### config.mk
export PLATFORM = sky130hd
export DESIGN_NAME = pipelined_barrel_shifter
export DESIGN_NICKNAME = d
export VERILOG_FILES = /design/src/rtl/pipelined_barrel_shifter.sv
export SDC_FILE = /design/constraint.sdc
export NUM_CORES = 1
export LEC_CHECK = 0
export ABC_CLOCK_PERIOD_IN_PS = 3600
export CAP_MARGIN = 40
export CELL_PAD_IN_SITES_DETAIL_PLACEMENT = 2
export CELL_PAD_IN_SITES_GLOBAL_PLACEMENT = 2
export CORE_MARGIN = 2
export CORE_UTILIZATION = 36
export CTS_BUF_LIST = sky130_fd_sc_hd__clkbuf_4 sky130_fd_sc_hd__clkbuf_8
export CTS_CLUSTER_SIZE = 12
export DETAILED_ROUTE_END_ITERATION = 8
export HOLD_SLACK_MARGIN = 0.15
export PLACE_DENSITY_LB_ADDON = 0.15
export SLEW_MARGIN = 10
export SYNTH_ARGS = -nofsm -noshare
export SYNTH_HDL_FRONTEND = slang
export SYNTH_SLANG_ARGS = --single-unit
### constraint.sdc
create_clock -name clk -period 3.6 [get_ports clk]
set_clock_uncertainty 0.15 [all_clocks]
set_input_delay 0.36 -clock clk [delete_from_list [all_inputs] [get_ports clk]]
set_output_delay 0.36 -clock clk [all_outputs]
set_load 0.05 [all_outputs]
### src/rtl/pipelined_barrel_shifter.sv
`default_nettype none
// ============================================================================
// Module      : pipelined_barrel_shifter
// Description : Parametrised barrel shifter. It supports SLL/SRL/SRA/ROL/ROR
//               and pass-through ops, with STAGES register groups and a
//               valid/ready handshake that honours full backpressure. A
//               sideband tag travels with each operation.
// Revision    : 1.0 - initial release
// ============================================================================
module pipelined_barrel_shifter #(
    parameter int WIDTH  = 32,
    parameter int STAGES = 2,
    parameter int TAG_W  = 4
) (
    input  logic                     clk,
    input  logic                     rst_n,
    input  logic                     i_in_valid,
    output logic                     o_in_ready,
    input  logic [WIDTH-1:0]         i_in_data,
    input  logic [$clog2(WIDTH)-1:0] i_in_amount,
    input  logic [2:0]               i_in_op,
    input  logic [TAG_W-1:0]         i_in_tag,
    output logic                     o_out_valid,
    input  logic                     i_out_ready,
    output logic [WIDTH-1:0]         o_out_data,
    output logic [TAG_W-1:0]         o_out_tag
);

    localparam int c_LOGW = $clog2(WIDTH);
    // Layers per register group; the final group may hold fewer (or none).
    localparam int c_LPS  = (c_LOGW + STAGES - 1) / STAGES;
    localparam int c_LAST = STAGES - 1;

    localparam logic [2:0] c_OP_SLL = 3'b000;
    localparam logic [2:0] c_OP_SRL = 3'b001;
    localparam logic [2:0] c_OP_SRA = 3'b010;
    localparam logic [2:0] c_OP_ROL = 3'b011;
    localparam logic [2:0] c_OP_ROR = 3'b100;

    localparam logic [WIDTH-1:0] c_ONES = '1;
    localparam logic [WIDTH-1:0] c_ZERO = '0;

    if (WIDTH < 2 || (WIDTH & (WIDTH - 1)) != 0) begin : g_bad_width
        $error("pipelined_barrel_shifter: WIDTH must be a power of two >= 2");
    end
    if (STAGES < 1 || STAGES > c_LOGW) begin : g_bad_stages
        $error("pipelined_barrel_shifter: STAGES must be in 1..log2(WIDTH)");
    end

    // Right-direction ops run on the left-shift datapath with the operand
    // bit-reversed on the way in and the result reversed on the way out.
    function automatic logic f_is_right(input logic [2:0] op);
        return (op == c_OP_SRL) || (op == c_OP_SRA) || (op == c_OP_ROR);
    endfunction

    function automatic logic [WIDTH-1:0] f_rev(input logic [WIDTH-1:0] d);
        logic [WIDTH-1:0] r;
        r = '0;
        for (int i = 0; i < WIDTH; i++) begin
            r[i] = d[WIDTH-1-i];
        end
        return r;
    endfunction

    // Per-stage registers
    logic [STAGES-1:0]  r_vld;
    logic [WIDTH-1:0]   r_data [STAGES];
    logic [c_LOGW-1:0]  r_amt  [STAGES];
    logic [2:0]         r_op   [STAGES];
    logic               r_sign [STAGES];
    logic [TAG_W-1:0]   r_tag  [STAGES];

    // Inputs seen by each stage (stage 0 from the ports, others from the
    // previous register)
    logic [WIDTH-1:0]   w_stg_data [STAGES];
    logic [c_LOGW-1:0]  w_stg_amt  [STAGES];
    logic [2:0]         w_stg_op   [STAGES];
    logic               w_stg_sign [STAGES];
    logic [TAG_W-1:0]   w_stg_tag  [STAGES];
    logic               w_stg_vld  [STAGES];
    logic [WIDTH-1:0]   w_shf      [STAGES];
    logic [STAGES-1:0]  w_adv;

    // Route port inputs into stage 0 and each register into the next stage
    always_comb begin
        w_stg_data[0] = f_is_right(i_in_op) ? f_rev(i_in_data) : i_in_data;
        w_stg_amt[0]  = i_in_amount;
        w_stg_op[0]   = i_in_op;
        w_stg_sign[0] = i_in_data[WIDTH-1];
        w_stg_tag[0]  = i_in_tag;
        w_stg_vld[0]  = i_in_valid;
        for (int s = 1; s < STAGES; s++) begin
            w_stg_data[s] = r_data[s-1];
            w_stg_amt[s]  = r_amt[s-1];
            w_stg_op[s]   = r_op[s-1];
            w_stg_sign[s] = r_sign[s-1];
            w_stg_tag[s]  = r_tag[s-1];
            w_stg_vld[s]  = r_vld[s-1];
        end
    end

    // Shift layers of each group: layer k shifts left by 2^k when amount[k]
    // is set; pass-through ops leave the data untouched
    always_comb begin
        for (int s = 0; s < STAGES; s++) begin
            w_shf[s] = w_stg_data[s];
            for (int k = 0; k < c_LOGW; k++) begin
                if ((k / c_LPS) == s && w_stg_amt[s][k] && w_stg_op[s] <= c_OP_ROR) begin
                    if (w_stg_op[s] == c_OP_ROL || w_stg_op[s] == c_OP_ROR) begin
                        w_shf[s] = (w_shf[s] << (1 << k)) | (w_shf[s] >> (WIDTH - (1 << k)));
                    end else begin
                        w_shf[s] = (w_shf[s] << (1 << k)) |
                                   ((w_stg_op[s] == c_OP_SRA && w_stg_sign[s]) ?
                                    ~(c_ONES << (1 << k)) : c_ZERO);
                    end
                end
            end
        end
    end

    // Advance chain: a stage moves when empty or when its successor moves
    always_comb begin
        w_adv         = '0;
        w_adv[c_LAST] = !r_vld[c_LAST] || i_out_ready;
        for (int s = STAGES - 2; s >= 0; s--) begin
            w_adv[s] = !r_vld[s] || w_adv[s+1];
        end
    end

    assign o_in_ready = w_adv[0];

    // Stage registers; reset asynchronously discards everything in flight
    always_ff @(posedge clk or negedge rst_n) begin
        if (!rst_n) begin
            r_vld <= '0;
            for (int s = 0; s < STAGES; s++) begin
                r_data[s] <= '0;
                r_amt[s]  <= '0;
                r_op[s]   <= '0;
                r_sign[s] <= 1'b0;
                r_tag[s]  <= '0;
            end
        end else begin
            for (int s = 0; s < STAGES; s++) begin
                if (w_adv[s]) begin
                    r_vld[s]  <= w_stg_vld[s];
                    r_data[s] <= w_shf[s];
                    r_amt[s]  <= w_stg_amt[s];
                    r_op[s]   <= w_stg_op[s];
                    r_sign[s] <= w_stg_sign[s];
                    r_tag[s]  <= w_stg_tag[s];
                end
            end
        end
    end

    // Output: undo the entry reversal; data and tag read zero when idle
    always_comb begin
        o_out_valid = r_vld[c_LAST];
        o_out_data  = '0;
        o_out_tag   = '0;
        if (r_vld[c_LAST]) begin
            o_out_data = f_is_right(r_op[c_LAST]) ? f_rev(r_data[c_LAST]) : r_data[c_LAST];
            o_out_tag  = r_tag[c_LAST];
        end
    end

endmodule
`default_nettype wire

==> summary.txt, run 1 <==
Run status
  – Status: finished clean

Die
  – Die Area: 19800 um2
  – Starting Density: 0.364
  – Die Span Y: between 100 and 150 um
  – Io pins: 86
  – Placeable Area: 18500 um2
  – Chip Width: 141 um
  – Row cnt: 50

Pwr
  – PD cells: 532 nW/um2
  – Total Power: 4.35 mW
  – Seq pwr share: 0.309
  – Leak Pwr: 3.44 nW
  – Net switching power: 2.04 mW
  – Power Internal: 2.31 mW
  – Maximum VDD drop: 0.207 mV
  – Switching Share: 0.468
  – Clock power frac: 0.180
  – Comb power frac: 0.511

Final layout
  – Final instance area: around 8200 um2
  – Area Growth Syn to Fin: 21.2%
  – Fin util: 0.442
  – Most frequent cells in the layout: 220 x nand2_1, 83 x dfrtp_1, 82 x clkdlybuf4s50_1
  – Layout cell share with drive strength beyond 1: 0.0832
  – Most common cell after layout, fill and taps aside: nand2_1
  – Nets: around 1000
  – Inserted Diodes: 0
  – Fillers: approximately 2200

GRT
  – First-pass GRT wire length: 49.1 mm
  – Grt ovf: 0
  – Pin count of the biggest net entering global routing: 50
  – GRT Total Usage: 0.314
  – Routing usage on met2: 0.557
  – GR Util met3: 0.0404
  – Vias in the first global route: 8439
  – Most used routing layer: met2
  – Initial antenna violation count: 0
  – Met1 Use GR: 0.383

Timing
  – Setup TNS Final: 0 ns
  – Worst slew pin tran: 0.881 ns
  – Min setup slack post-route: 0.223 ns
  – Final min period: 3.38 ns
  – Relative slew slack: 0.407
  – RSZ-0062 raised after global routing: no
  – Final setup fails: 0
  – Final Hold Fails: 0
  – Period Utilization, post-route: 0.938
  – Max Clk Rate: 296 MHz
  – Max-slew violations: 0

Logic synthesis
  – Netlist cell types: 67
  – Async set or reset register ratio after synthesis: 1.00
  – Register area share after synthesis: 0.308
  – Ys Warns: 0
  – Mapped Avg Cell Area: around 7.3 um2
  – Syn Nets: around 980
  – Yosys reg bits: 83
  – Ys flop type: dfrtp_1
  – Synthesized cell area: 6750 um2
  – Mapped Cells: 927
  – Post-synth EDFFs: 0

Setup path
  – Slowest-stage cell, CP: clkdlybuf4s50_1
  – Critical Path AT: about 2.9 ns
  – R2r setup slk: 0.80 ns
  – Req. time, crit path: 3.09 ns
  – Worst setup path end: o_out_data[21]
  – Critical path startpoint: r_op[2]$_DFFE_PN0P_
  – Crit path capture type: primary output
  – Crit path max-delay family: buffers and inverters
  – Crit path largest cell delay: 0.88 ns
  – Crit Path Class: flip-flop to primary output
  – CP Max Fanout: 32
  – R2r endpoint: r_data[12]$_DFFE_PN0P_
  – Buf+Inv Stages, Crit Path: 2
  – R2R depth: 6
  – Worst setup SP type: flip-flop
  – Worst path cell trace: o21ai_0, o21a_1, buf_4, nand2_1, a21boi_0, clkdlybuf4s50_1
  – Critical path depth: 6
  – RR Startpoint: r_op[3]$_DFFE_PN0P_

Place
  – Post-DP HPWL: between 20 and 25 mm
  – Dpl cell area: 7920 um2
  – Pre-CTS setup slack: 0.138 ns
  – Number of port buffers: 85
  – Placer Congestion: 0.911

Detailed routing
  – Antenna-violating nets left: 0
  – Per-cell routed wire length: 24.7 um
  – Routed wire length: 30.4 mm
  – DRT iter0 DRCs: 385
  – # DRC: 0
  – Routed vias/inst: slightly above 6
  – Via count: approximately 7600
  – Drt pass-1 iters: 5

Job
  – Max-Cap Viols: 0

Clock network
  – Post-CTS Setup Repair Bufs: 0
  – CTS Buf Count: 9
  – CTS tree: yes
  – Clk buf depth: 2
  – CTS sink count: 83
  – Post-CTS resize count: 0
  – Root Buffer: clkbuf_8
  – H-tree depth: 3
  – Clk_lat worst skew: 0.38 ns
  – Clock transition at path regs: 0.08 ns

Worst hold path
  – Path category of the worst min-delay check: flip-flop to flip-flop
==> registers in the layout (all words and copies together) (netlist names) <==
register	cells
r_data	64
r_tag	8
r_op	6
r_amt	2
r_vld	2
r_sign	1
==> repair_timing <==
item / CTS / global route
hold buffers: 1 / 0
setup endpoints to repair: 0 / 0
hold endpoints to repair: 34 / 0
==> through the flow <==
step / instances / hold WS, ns
finish: 1231 / 0.323
floorplan: 927 / -0.0856
CTS: 1230 / 0.329
global placement: 1212 / 0.288
global route: 1231 / 0.364
detailed placement: 1213 / 0.201
==> cell type report <==
type / instances / area, um2 / share of cell area
Multi-Input combinational cell: 749 / 4280 / 0.523
Sequential cell: 83 / 2080 / 0.254
Timing Repair Buffer: 135 / 1250 / 0.152
Tap cell: 234 / 293 / 0.0358
Clock buffer: 12 / 159 / 0.0194
Clock inverter: 4 / 72.6 / 0.00887
Inverter: 14 / 52.6 / 0.00643
==> synthesized netlist by cell type, types with 3 or more instances <==
cell / number / area share
nand2_1: 220 / 0.12
dfrtp_1: 83 / 0.31
nor2_1: 74 / 0.041
o21ai_0: 62 / 0.046
clkbuf_1: 60 / 0.033
a21oi_1: 49 / 0.036
mux2i_1: 37 / 0.055
a21boi_0: 34 / 0.038
a211oi_1: 26 / 0.029
nand3_1: 25 / 0.019
nor3_1: 20 / 0.015
a31oi_1: 18 / 0.017
o211ai_1: 16 / 0.018
o22ai_1: 15 / 0.014
a221oi_1: 14 / 0.018
inv_1: 13 / 0.0072
a32oi_1: 11 / 0.014
and2_1: 11 / 0.010
and3_1: 10 / 0.0093
nor4_1: 9 / 0.0083
a22oi_1: 8 / 0.0089
buf_1: 8 / 0.0045
buf_2: 8 / 0.0059
nand2b_1: 7 / 0.0065
o221ai_1: 7 / 0.0091
o21a_1: 6 / 0.0067
nor2b_1: 5 / 0.0046
a211o_1: 4 / 0.0052
a221o_1: 3 / 0.0045
a32o_1: 3 / 0.0045
buf_6: 3 / 0.0050
nor3b_1: 3 / 0.0033
o211a_1: 3 / 0.0045
o31ai_1: 3 / 0.0033
or2_2: 3 / 0.0028
==> per-layer routing <==
metal / routed length [um] / vias up
met5: 0 / -
met4: 1230 / 0
met3: 1260 / 75
met2: 15400 / 230
met1: 12500 / 3846
li1: - / 3479
==> worst register-to-register path, stage by stage (launching register included) <==
cell and delay [ns]:
dfrtp_1 0.44, o21ai_0 0.41, nand2_1 0.63, mux2i_1 0.44, nor2_1 0.08, o21ai_0 0.38, o21ai_0 0.14
==> power by group through the flow <==
| stage | clock network [mW] | registers [mW] | logic (mW) |
|---|---|---|---|
| 5_1_grt | 0.833 | 1.37 | 2.40 |
| 3_5_place_dp | 0 | 1.35 | 2.20 |
| 3_3_place_gp | 0 | 1.33 | 2.10 |
| 6_report | 0.783 | 1.34 | 2.22 |
| 4_1_cts | 0.793 | 1.34 | 2.23 |
| 2_1_floorplan | 0 | 1.26 | 1.43 |
==> cell families after synthesis <==
family	count (synthesis)	synth area share
flops	83	0.308
mux	41	0.0649
buf+inv	95	0.0588
simple gates	399	0.257
compound gates	305	0.307
xor+xnor	4	0.00519
==> worst min-delay path by stage <==
stage | from | to | slack, ns | cells after the start
floorplan | rst_n | r_amt[8]$_DFFE_PN0P_ | -0.09 | 0
CTS | rst_n | r_data[12]$_DFFE_PN0P_ | 0.33 | 2
finish | r_tag[0]$_DFFE_PN0P_ | r_tag[0]$_DFFE_PN0P_ | 0.32 | 2
global route | r_tag[0]$_DFFE_PN0P_ | r_tag[0]$_DFFE_PN0P_ | 0.36 | 2
detailed placement | rst_n | r_vld[1]$_DFFE_PN0P_ | 0.20 | 1
global placement | r_vld[0]$_DFFE_PN0P_ | r_vld[1]$_DFFE_PN0P_ | 0.29 | 1
No activity file was read; power rests on OpenSTA's default activity.
==> inputs of run 2 (changes only) <==
Settings changed: CTS_CLUSTER_SIZE 12 to 20.
==> results of run 2 <==
Same layout as run 1: the final DEF is identical, and so are final timing and power.
==> edit (settings of run 1) <==
Change the parameter `TAG_W` from 4 to 6.
--- a/src/rtl/pipelined_barrel_shifter.sv
+++ b/src/rtl/pipelined_barrel_shifter.sv
@@ -11,5 +11,5 @@
     parameter int WIDTH  = 32,
     parameter int STAGES = 2,
-    parameter int TAG_W  = 4
+    parameter int TAG_W  = 6
 ) (
     input  logic                     clk,
Interface: changed (resized i_in_tag and o_out_tag); port bits go from 86 to 90. No check against the original RTL was run, so the function may have changed too.
==> edit against run 1 <==
- count of clock-buffer cells in the layout down 3
- area after synthesis up 1.5%
- fmax up 2.8%
- sequential cell count up 4
- final area up 2.6%
- wire length down 6.6%
- critical path depth unchanged
- critical endpoint is now o_out_data[23]
- setup slack better by 0.092 ns
- power up 2.8%
- clock power up 11%
- register-to-register slack better by 0.07 ns
==> edit: results (changes against run 1) <==
| Metric | Value |
|---|---|
| Vias/cell | 6.08 (-1.8%) |
| Layout cells sized above 1 | 0.0847 (+0.00148) |
| Resized cells post-CTS | 0 (unchanged) |
| Post-Place Cell Area | 8090 µm² (+2.2%) |
| Reg2reg end | r_data[35]$_DFFE_PN0P_ |
| TritonRoute pass-1 iters | 7 (+2) |
| Total GRT Usage | 0.290 (-0.0245) |
| RR Startpoint | r_vld[1]$_DFFE_PN0P_ |
| Top cell type's share of synthesized area | 0.318 (+0.00995) |
| CTS clk-pin slew, worst paths | 0.11 ns (+0.03 ns) |
| Run status | complete, no violations |
| Synth unique cells | 69 (+3.0%) |
| Rel. slew slack | 0.485 (+0.0780) |
| Violation count after the first detailed-route iteration | 395 (+2.6%) |
| Fill cells | 2,245 (+4.4%) |
| Largest cells by area after synthesis | dfrtp_1 32%, nand2_1 12%, mux2i_1 5.3% |
| Worst vdd ir | 0.162 mV (-22%) |
| Sequential share of the synthesized area | 0.318 (+0.00995) |
| Data arrival, critical path | 2.77 ns (-0.10 ns) |
| Final WL | 28,500 µm (-6.6%) |
| Commonest cells in the netlist | 226 x nand2_1, 87 x dfrtp_1, 81 x nor2_1 |
| Largest regs | r_data x64, r_tag x12, r_op x6 |
| Syn_nets | 986 (+1.1%) |
| WHS Endpoint | r_tag[3]$_DFFE_PN0P_ |
| R2R Setup Slk | 0.87 ns (+0.07 ns) |
-- edit: changes by cell type after synthesis, sizes merged, moves of 6 or more --
cell,run 1,this run
a221oi,14,3
o211ai,16,8
o22ai,15,23
nor4,9,2
a211oi,26,32
a21o,2,8
nand2,220,226
nor2,75,81
-- edit: worst max-delay path by stage --
| stage | startpoint | to | slack (ns) | cells past startpoint |
|---|---|---|---|---|
| 5_1_grt | r_op[2]$_DFFE_PN0P_ | o_out_data[23] | 0.09 | 6 |
| 4_1_cts | r_op[2]$_DFFE_PN0P_ | o_out_data[23] | 0.26 | 6 |
| 2_1_floorplan | r_vld[1]$_DFFE_PN0P_ | o_out_data[0] | 0.77 | 3 |
| 3_3_place_gp | i_in_op[2] | r_data[38]$_DFFE_PN0P_ | 0.23 | 7 |
| 6_report | r_op[2]$_DFFE_PN0P_ | o_out_data[23] | 0.32 | 6 |
| 3_5_place_dp | i_in_op[2] | r_data[32]$_DFFE_PN0P_ | 0.20 | 8 |
-- edit: power breakdown --
part           internal [mW]  switching, mW
clock network          0.471          0.399
logic                  0.763           1.45
registers               1.18          0.204
-- edit: stage by stage --
stage                     cells  hold WS [ns]
after floorplan             936       -0.0856
after global placement     1229         0.293
after detailed placement   1230         0.299
after CTS                  1247         0.324
after global routing       1249         0.362
final                      1249         0.323
-- edit: cell families (layout without fill, tap and decap cells) --
family,Yosys count,count (layout),share of synthesized area
and+or+nand+nor,399,399,0.247
AOI/OAI and AO/OA,314,314,0.311
buffers and inverters,89,168,0.0519
DFF,87,87,0.318
muxes,42,42,0.0641
xor gates and xnor gates,5,5,0.00749
-- edit: what timing repair did --
action	CTS	global route
hold endpoints to repair	61	1
buffers inserted	0	0
hold buffers	1	1
-- edit: area by class of cell --
class	instances	area (µm²)	area share
sequential	87	2180	0.259
clock inverter	7	126	0.0151
multi-input combinational	760	4330	0.516
timing repair buffer	140	1290	0.154
tap	234	293	0.0349
clock buffer	9	124	0.0148
inverter	12	45.0	0.00537
-- edit: routing by layer --
layer	track usage	vias up	wire length, µm
met2	0.499	214	13900
met5	0	-	0
met1	0.372	3821	12500
met4	0.106	0	909
li1	-	3516	-
met3	0.0387	49	1170
-- edit: critical path, cell delays in order (launching register included) --
cell and delay, ns:
dfrtp_1 0.43, o21ai_0 0.29, o21a_1 0.17, buf_4 0.30, nand2_1 0.11, a21boi_0 0.23
clkdlybuf4s50_1 0.84
